==> config.mk <==
export PLATFORM = sky130hd
export DESIGN_NAME = poci_master_arb
export DESIGN_NICKNAME = d
export VERILOG_FILES = /design/src/rtl/poci_master_arb.sv
export SDC_FILE = /design/constraint.sdc
export NUM_CORES = 1
export LEC_CHECK = 0
export CAP_MARGIN = 20
export CORE_UTILIZATION = 33
export DETAILED_ROUTE_END_ITERATION = 7
export PLACE_DENSITY = 0.65
export SLEW_MARGIN = 20
export SYNTH_ARGS = -nofsm -noshare
export SYNTH_HDL_FRONTEND = slang
export SYNTH_SLANG_ARGS = --single-unit
==> constraint.sdc <==
create_clock -name pclk -period 2.75 [get_ports pclk]
set_clock_uncertainty 0.1 [all_clocks]
set_input_delay 0.4125 -clock pclk [delete_from_list [all_inputs] [get_ports pclk]]
set_output_delay 0.4125 -clock pclk [all_outputs]
set_load 0.01 [all_outputs]
==> src/rtl/poci_master_arb.sv <==
// poci_master_arb: two-requester POCI bus master.
// Round-robin arbitration between two local requesters. Drives the shared
// POCI bus through its SETUP and ACCESS phases. Handles wait states, slave
// errors and an optional wait-state timeout, and returns a one-cycle response
// to the granted requester.
// Ports:
//   pclk, presetn           clock, asynchronous active-low reset
//   rq_valid/write/addr/wdata  per-requester request (held until rq_ack)
//   rq_ack                  one-cycle pulse when a request is latched
//   rsp_valid/rdata/err     one-cycle completion response
//   m_paddr..m_pwdata       registered POCI master outputs
//   m_prdata/pready/pslverr POCI slave response inputs
module poci_master_arb #(
    parameter int unsigned AW      = 32,
    parameter int unsigned DW      = 32,
    parameter int unsigned TIMEOUT = 255
) (
    input  logic               pclk,
    input  logic               presetn,
    input  logic [1:0]         rq_valid,
    input  logic [1:0]         rq_write,
    input  logic [1:0][AW-1:0] rq_addr,
    input  logic [1:0][DW-1:0] rq_wdata,
    output logic [1:0]         rq_ack,
    output logic [1:0]         rsp_valid,
    output logic [DW-1:0]      rsp_rdata,
    output logic               rsp_err,
    output logic [AW-1:0]      m_paddr,
    output logic               m_psel,
    output logic               m_penable,
    output logic               m_pwrite,
    output logic [DW-1:0]      m_pwdata,
    input  logic [DW-1:0]      m_prdata,
    input  logic               m_pready,
    input  logic               m_pslverr
);

    localparam int unsigned   CW       = 16;
    localparam logic [CW-1:0] TO_LIMIT = CW'(TIMEOUT);
    localparam logic [CW-1:0] CNT_MAX  = '1;
    localparam bit            TO_EN    = (TIMEOUT != 0);

    localparam logic [1:0] S_IDLE   = 2'd0;
    localparam logic [1:0] S_SETUP  = 2'd1;
    localparam logic [1:0] S_ACCESS = 2'd2;

    logic [1:0]    state, state_d;
    logic          gnt, gnt_d;       // requester owning the current transfer
    logic          prio, prio_d;     // requester that wins the next tie
    logic [CW-1:0] cnt, cnt_d, cnt_inc;
    logic          sel;

    logic [1:0]    rq_ack_d, rsp_valid_d;
    logic [DW-1:0] rsp_rdata_d, m_pwdata_d;
    logic          rsp_err_d, m_psel_d, m_penable_d, m_pwrite_d;
    logic [AW-1:0] m_paddr_d;

    // Next-state and next-output logic
    always_comb begin
        state_d     = state;
        gnt_d       = gnt;
        prio_d      = prio;
        cnt_d       = cnt;
        m_paddr_d   = m_paddr;
        m_pwrite_d  = m_pwrite;
        m_pwdata_d  = m_pwdata;
        m_psel_d    = m_psel;
        m_penable_d = m_penable;
        rq_ack_d    = '0;
        rsp_valid_d = '0;
        rsp_rdata_d = '0;
        rsp_err_d   = 1'b0;
        sel         = 1'b0;
        // Saturating wait-state count
        cnt_inc     = (cnt == CNT_MAX) ? cnt : cnt + CW'(1);

        case (state)
            S_IDLE: begin
                if (|rq_valid) begin
                    // Tie goes to prio; otherwise the lone valid requester
                    sel         = (rq_valid == 2'b11) ? prio : rq_valid[1];
                    gnt_d       = sel;
                    prio_d      = ~sel;
                    m_paddr_d   = rq_addr[sel];
                    m_pwrite_d  = rq_write[sel];
                    m_pwdata_d  = rq_wdata[sel];
                    m_psel_d    = 1'b1;
                    m_penable_d = 1'b0;
                    rq_ack_d[sel] = 1'b1;
                    cnt_d       = '0;
                    state_d     = S_SETUP;
                end
            end
            S_SETUP: begin
                m_penable_d = 1'b1;
                state_d     = S_ACCESS;
            end
            S_ACCESS: begin
                if (m_pready) begin
                    m_psel_d         = 1'b0;
                    m_penable_d      = 1'b0;
                    rsp_valid_d[gnt] = 1'b1;
                    rsp_err_d        = m_pslverr;
                    rsp_rdata_d      = (!m_pwrite && !m_pslverr) ? m_prdata : '0;
                    state_d          = S_IDLE;
                end else begin
                    cnt_d = cnt_inc;
                    if (TO_EN && (cnt_inc == TO_LIMIT)) begin
                        // Forced termination reported as a slave error
                        m_psel_d         = 1'b0;
                        m_penable_d      = 1'b0;
                        rsp_valid_d[gnt] = 1'b1;
                        rsp_err_d        = 1'b1;
                        state_d          = S_IDLE;
                    end
                end
            end
            default: begin
                m_psel_d    = 1'b0;
                m_penable_d = 1'b0;
                state_d     = S_IDLE;
            end
        endcase
    end

    // State and registered outputs
    always_ff @(posedge pclk or negedge presetn) begin
        if (!presetn) begin
            state     <= S_IDLE;
            gnt       <= 1'b0;
            prio      <= 1'b0;
            cnt       <= '0;
            rq_ack    <= '0;
            rsp_valid <= '0;
            rsp_rdata <= '0;
            rsp_err   <= 1'b0;
            m_paddr   <= '0;
            m_psel    <= 1'b0;
            m_penable <= 1'b0;
            m_pwrite  <= 1'b0;
            m_pwdata  <= '0;
        end else begin
            state     <= state_d;
            gnt       <= gnt_d;
            prio      <= prio_d;
            cnt       <= cnt_d;
            rq_ack    <= rq_ack_d;
            rsp_valid <= rsp_valid_d;
            rsp_rdata <= rsp_rdata_d;
            rsp_err   <= rsp_err_d;
            m_paddr   <= m_paddr_d;
            m_psel    <= m_psel_d;
            m_penable <= m_penable_d;
            m_pwrite  <= m_pwrite_d;
            m_pwdata  <= m_pwdata_d;
        end
    end

endmodule

After elaboration in Yosys (flattened, before gate mapping)
Cells that the tools add are included.
Widths: inputs -> output; s select.
Storage, ports and cells
  bits of input ports: 168
  output and inout bits: 104
  word-level logic and storage cells: 76
  register bits after elaboration: 124
Cells by class
  multiplexer cells: 36
  add/sub/neg operators: 1
  eq/ne operators: 8
  reduce and logical (&&, ||, !) cells: 12
  $lt $le $gt $ge: 4
  bitwise gates (word level): 2
Operator list (number)
  $mux 32: 7
  $mux 16: 3
  $pmux 16 s2: 1
  $add 16x1->16 const B: 1
  $eq 16x16->1 const B: 1
  $eq 16x8->1 const B: 1
  $mux 2: 8
  $mux 1: 12
  $pmux 1 s3: 2
  $pmux 2 s3: 1
  $reduce_and 3->1: 2
  $eq 2x2->1 const B: 2
  $lt 1x2->1 const B: 2
  $ne 2x2->1 const B: 2
  $reduce_and 2->1: 2
  $logic_and 1x1->1: 3
  $ne 3x3->1 const B: 1
  $demux 1 s1: 2
  $eq 2x1->1 const B: 1
  $ge 1x1->1 const B: 2
  $logic_not 1->1: 2
  $logic_not 2->1: 1
  $not 1->1: 2
  $reduce_bool 2->1: 1
  $reduce_or 2->1: 1

Depth between registers and ports, before layout
  depth after elaboration: 8
  mapped depth: 8
  gate-level depth less buffers: 6

Least setup slack after synthesis
Ideal clock, no wire load.
  path type: reg2reg
  start: reg cnt[0]
  end: reg rsp_valid[0]
  library setup time: 0.094 ns
  arrival: 2.138 ns
  cell stages (with the launch flop): 8
  buffers on the path: 1
  period minus slack after synthesis: 2.332 ns
  data required time: 2.556 ns
  setup slack: 0.418 ns
  cells stage by stage: dfrtp_1 > ha_1 > nand3_1 > or4_1 > buf_2 > a211oi_2 > o2111ai_2 > a211oi_1
On the way
  cells in the longest elaborated chain, start to end: 6
  elaborated cells on any way between the ends: 7
  those cells by class: 1 x add/sub; 2 x eq/ne; 4 x mux
Ends and longest elaborated chain
  from (decl): RTL line 50  | logic [CW-1:0] cnt, cnt_d, cnt_inc;
  from (signal assigned): RTL line 146  | cnt <= cnt_d;
  $add 16x1->16 or $eq 16x16->1 (tied branches): RTL line 75  | cnt_inc = (cnt == CNT_MAX) ? cnt : cnt + CW'(1);
  $mux 16 *: RTL line 75
  $eq 16x8->1 *: RTL line 108  | if (TO_EN && (cnt_inc == TO_LIMIT)) begin
  $mux 2 *: RTL line 108
  $mux 2 *: RTL line 99  | if (m_pready) begin
  $mux 2 *: RTL line 77  | case (state)
  named net rsp_valid_d[0]: RTL line 53  | logic [1:0] rq_ack_d, rsp_valid_d;
  to (signal assigned): RTL line 148  | rsp_valid <= rsp_valid_d;
  to (decl): RTL line 25  | output logic [1:0] rsp_valid,
Mark *: on every way through the listed nets, which the timed path passes. The rest lies on a longest branch.
A chain may end at the register's enable or synchronous reset.

Worst setup path after layout
  start: reg cnt[0]
  end: reg rsp_valid[1]
Same word-level chain as after synthesis.

==> impl_metrics.ini <==
[global_route]
grt_pass1_vias = 4999
grt_pass1_wl_microns = 26800
grt_antenna_before_repair = 0
grt.overflow.total = 0
grt_util_all_layers_pct = 21.8
grt_max_degree = 50

[yosys]
synth-simple-area-share_pct = 11.9
synthAdderAreaFrac_pct = 0.244
avgSynthCellArea_sq_um = 11.4
synth_nets = 620
synth_cell_type_count = 45
synth_compound_area_share_pct = 18.5
syn_inst = 451
yosysTopAreaCell = dfrtp_1
yosysMostFrequentCell = dfrtp_1
synthFlopType = dfrtp_1
muxShareOfSynthArea_pct = 0.390
ys_ff_latch = 123
ys_warn_count = 0
synth_area_leaders = dfrtp_1 60%, a222oi_1 13%, inv_1 5.2%
synthTopCellsByCount = 123 x dfrtp_1, 71 x inv_1, 65 x a222oi_1
synth_top_area_share_pct = 59.9
syn_area_sq_um = 5140
yosysSeqAreaShare_pct = 59.9
synth_top_family_by_area = compound AO/OA/AOI/OAI gates
synth_xor_area_share_pct = 0.682
async_flop_share_pct = 100
synth_edf_count = 0

[routing]
antenna_left = 0
drc = 0
drt_iter0_drc = 529
wl_per_cell_microns = 18.6
vias = 4872
wirelength_microns = 17200
via_per_inst = 5.26
dr.pass1.iters = 7

[floorplanning]
core_region_area_sq_um = 15200
die_area_sq_um = 16100
initial_utilization_pct = 33.8
fp.dieH_microns = 127
rows = 45
io_pins = 272
die_w_microns = 127

[power_and_ir_drop]
powerDensity_nw_per_um2 = 938
vdd.ir_drop.worst_v = 0.000514
p_leak_nw = 3.94
power_w = 0.00817

[place]
place.gp.congestion = 0.947
dpl.hpwl_microns = 12400
io_buffers = 271

[clock_tree]
numCtsBuffers = 17
clk_latency_ns = 0.42
cts_root_buf = clkbuf_16
cts_tree = done
path_clk_slew_ns = 0.05
postCtsSetupBuffers = 0
cts_resized = 0
cts.sink_count = 123
cts_max_level = 4
clock_tree.buffer_depth = 2
ctsHoldBuffers = 1

[setup_path]
worstPathCellList = ha_1 > nand3_1 > or4_1 > a211oi_2 > o2111ai_2 > a211oi_1
worstSetupPathType = register to register
critPathMaxStageDelay_ns = 0.56
critPathLaunchType = register
required_ns = 2.97
crit_slowest_cell = or4_1
critical_path.top_delay_family = compound AO/OA/AOI/OAI gates
worst_ep_arrival_time_ns = 2.64
cp_max_fo = 7
end_kind = register
crit_buf_inv = 0

[timing]
slew_headroom_pct = 60.5
worstMarginPinSlew_ns = 0.588
finalCritPeriodShare_pct = 88.0
hold_violations = 0
setup-violations-final = 0
max_clock_freq_mhz = 413
slew_viol_final = 0
fin_tns_setup_ns = 0
rsz0062_at_grt = no
min_period_ns = 2.42

[layout]
final_net_count = 894
syn_to_final_growth_pct = 69.6
drive_gt1_share_pct = 8.54
diodes = 0

[outcome]
outcome = complete, no violations

[job]
drv_cap = 0

[min_path]
hp-class = register to register
==> metal layers <==
layer / up-vias / routed length (microns) / GRT usage [%]
li1: 2213 / - / -
met1: 2423 / 6830 / 25.9
met2: 208 / 8650 / 36.5
met3: 28 / 1290 / 6.92
met4: 0 / 428 / 9.52
met5: - / 0 / 0
==> per-stage QoR <==
step / std cells / area [sq um] / hold WS, ns / worst slack [ns] / utilization, %
final: 926 / 8710 / 0.370 / 0.331 / 57.3
after global routing: 926 / 8710 / 0.387 / 0.123 / 57.3
after CTS: 926 / 8710 / 0.376 / 0.334 / 57.3
after detailed placement: 893 / 8110 / 0.315 / 0.337 / 53.3
after global placement: 893 / 8110 / 0.315 / 0.367 / 53.3
after floorplan: 451 / 5140 / 0.0169 / 0.418 / -
==> final timing paths <==
path | slack [ns] | start | endpoint | cells after the start
hold reg to reg | 0.37 | gnt | rsp_valid[0] | 1
setup / recovery | 0.33 | cnt[0] | rsp_valid[1] | 6
min in group asynchronous | 0.43 | presetn | m_paddr[1] | 2
max in group asynchronous | 1.43 | presetn | cnt[10] | 3
hold / removal | 0.37 | gnt | rsp_valid[0] | 1
setup reg to reg | 0.33 | cnt[0] | rsp_valid[1] | 6
==> cell type report <==
cell class,instances,area [sq um]
inverter,71,267
fill,1263,6490
timing repair buffer,290,2880
tap,188,235
clock inverter,13,141
clock buffer,19,453
multi-input combinational,222,1660
sequential,123,3080
==> state kept, by name, summed over array words and instances (netlist names) <==
register and flops:
cnt 16, gnt 1, m_paddr 32, m_penable 1, m_psel 1, m_pwdata 32, m_pwrite 1, prio 1
rq_ack 2, rsp_err 1, rsp_rdata 32, rsp_valid 2, state 1
==> report_power, final <==
part	switching [W]	total [W]	internal, W
clock network	0.000843	0.00223	0.00138
logic	0.00149	0.00319	0.00170
registers	0.000366	0.00275	0.00239
==> cells in the final DEF, fill, tap and decap left out, drive strengths merged, types with 2 or more instances in the layout <==
master         count
a32o               2
xnor2              2
nand3              7
nor3               2
inv               73
or2b               2
o31ai              2
nand4             10
mux2i              2
o22ai              2
xor2               2
clkdlybuf4s50    270
a31oi              4
a21o               3
nand2b             3
dfrtp            123
or4                5
bufinv             2
a211oi             4
nor2              16
nor4               7
nand2             14
or3                2
clkbuf            19
a21oi              6
a222oi            65
clkinvlp           3
buf               19
o21ai             15
and3               3
and2              32
a22o               2
clkinv             6
==> cells by family (layout without fill, tap and decap cells) <==
family                     after synthesis  after routing
buffers and inverters                  106            393
DFF                                    123            123
xor gates and xnor gates                 4              4
and+or+nand+nor                        106            106
adders and majority gates                1              1
AOI/OAI and AO/OA                      109            109
muxes                                    2              2
Power figures use the tool's default switching activity.
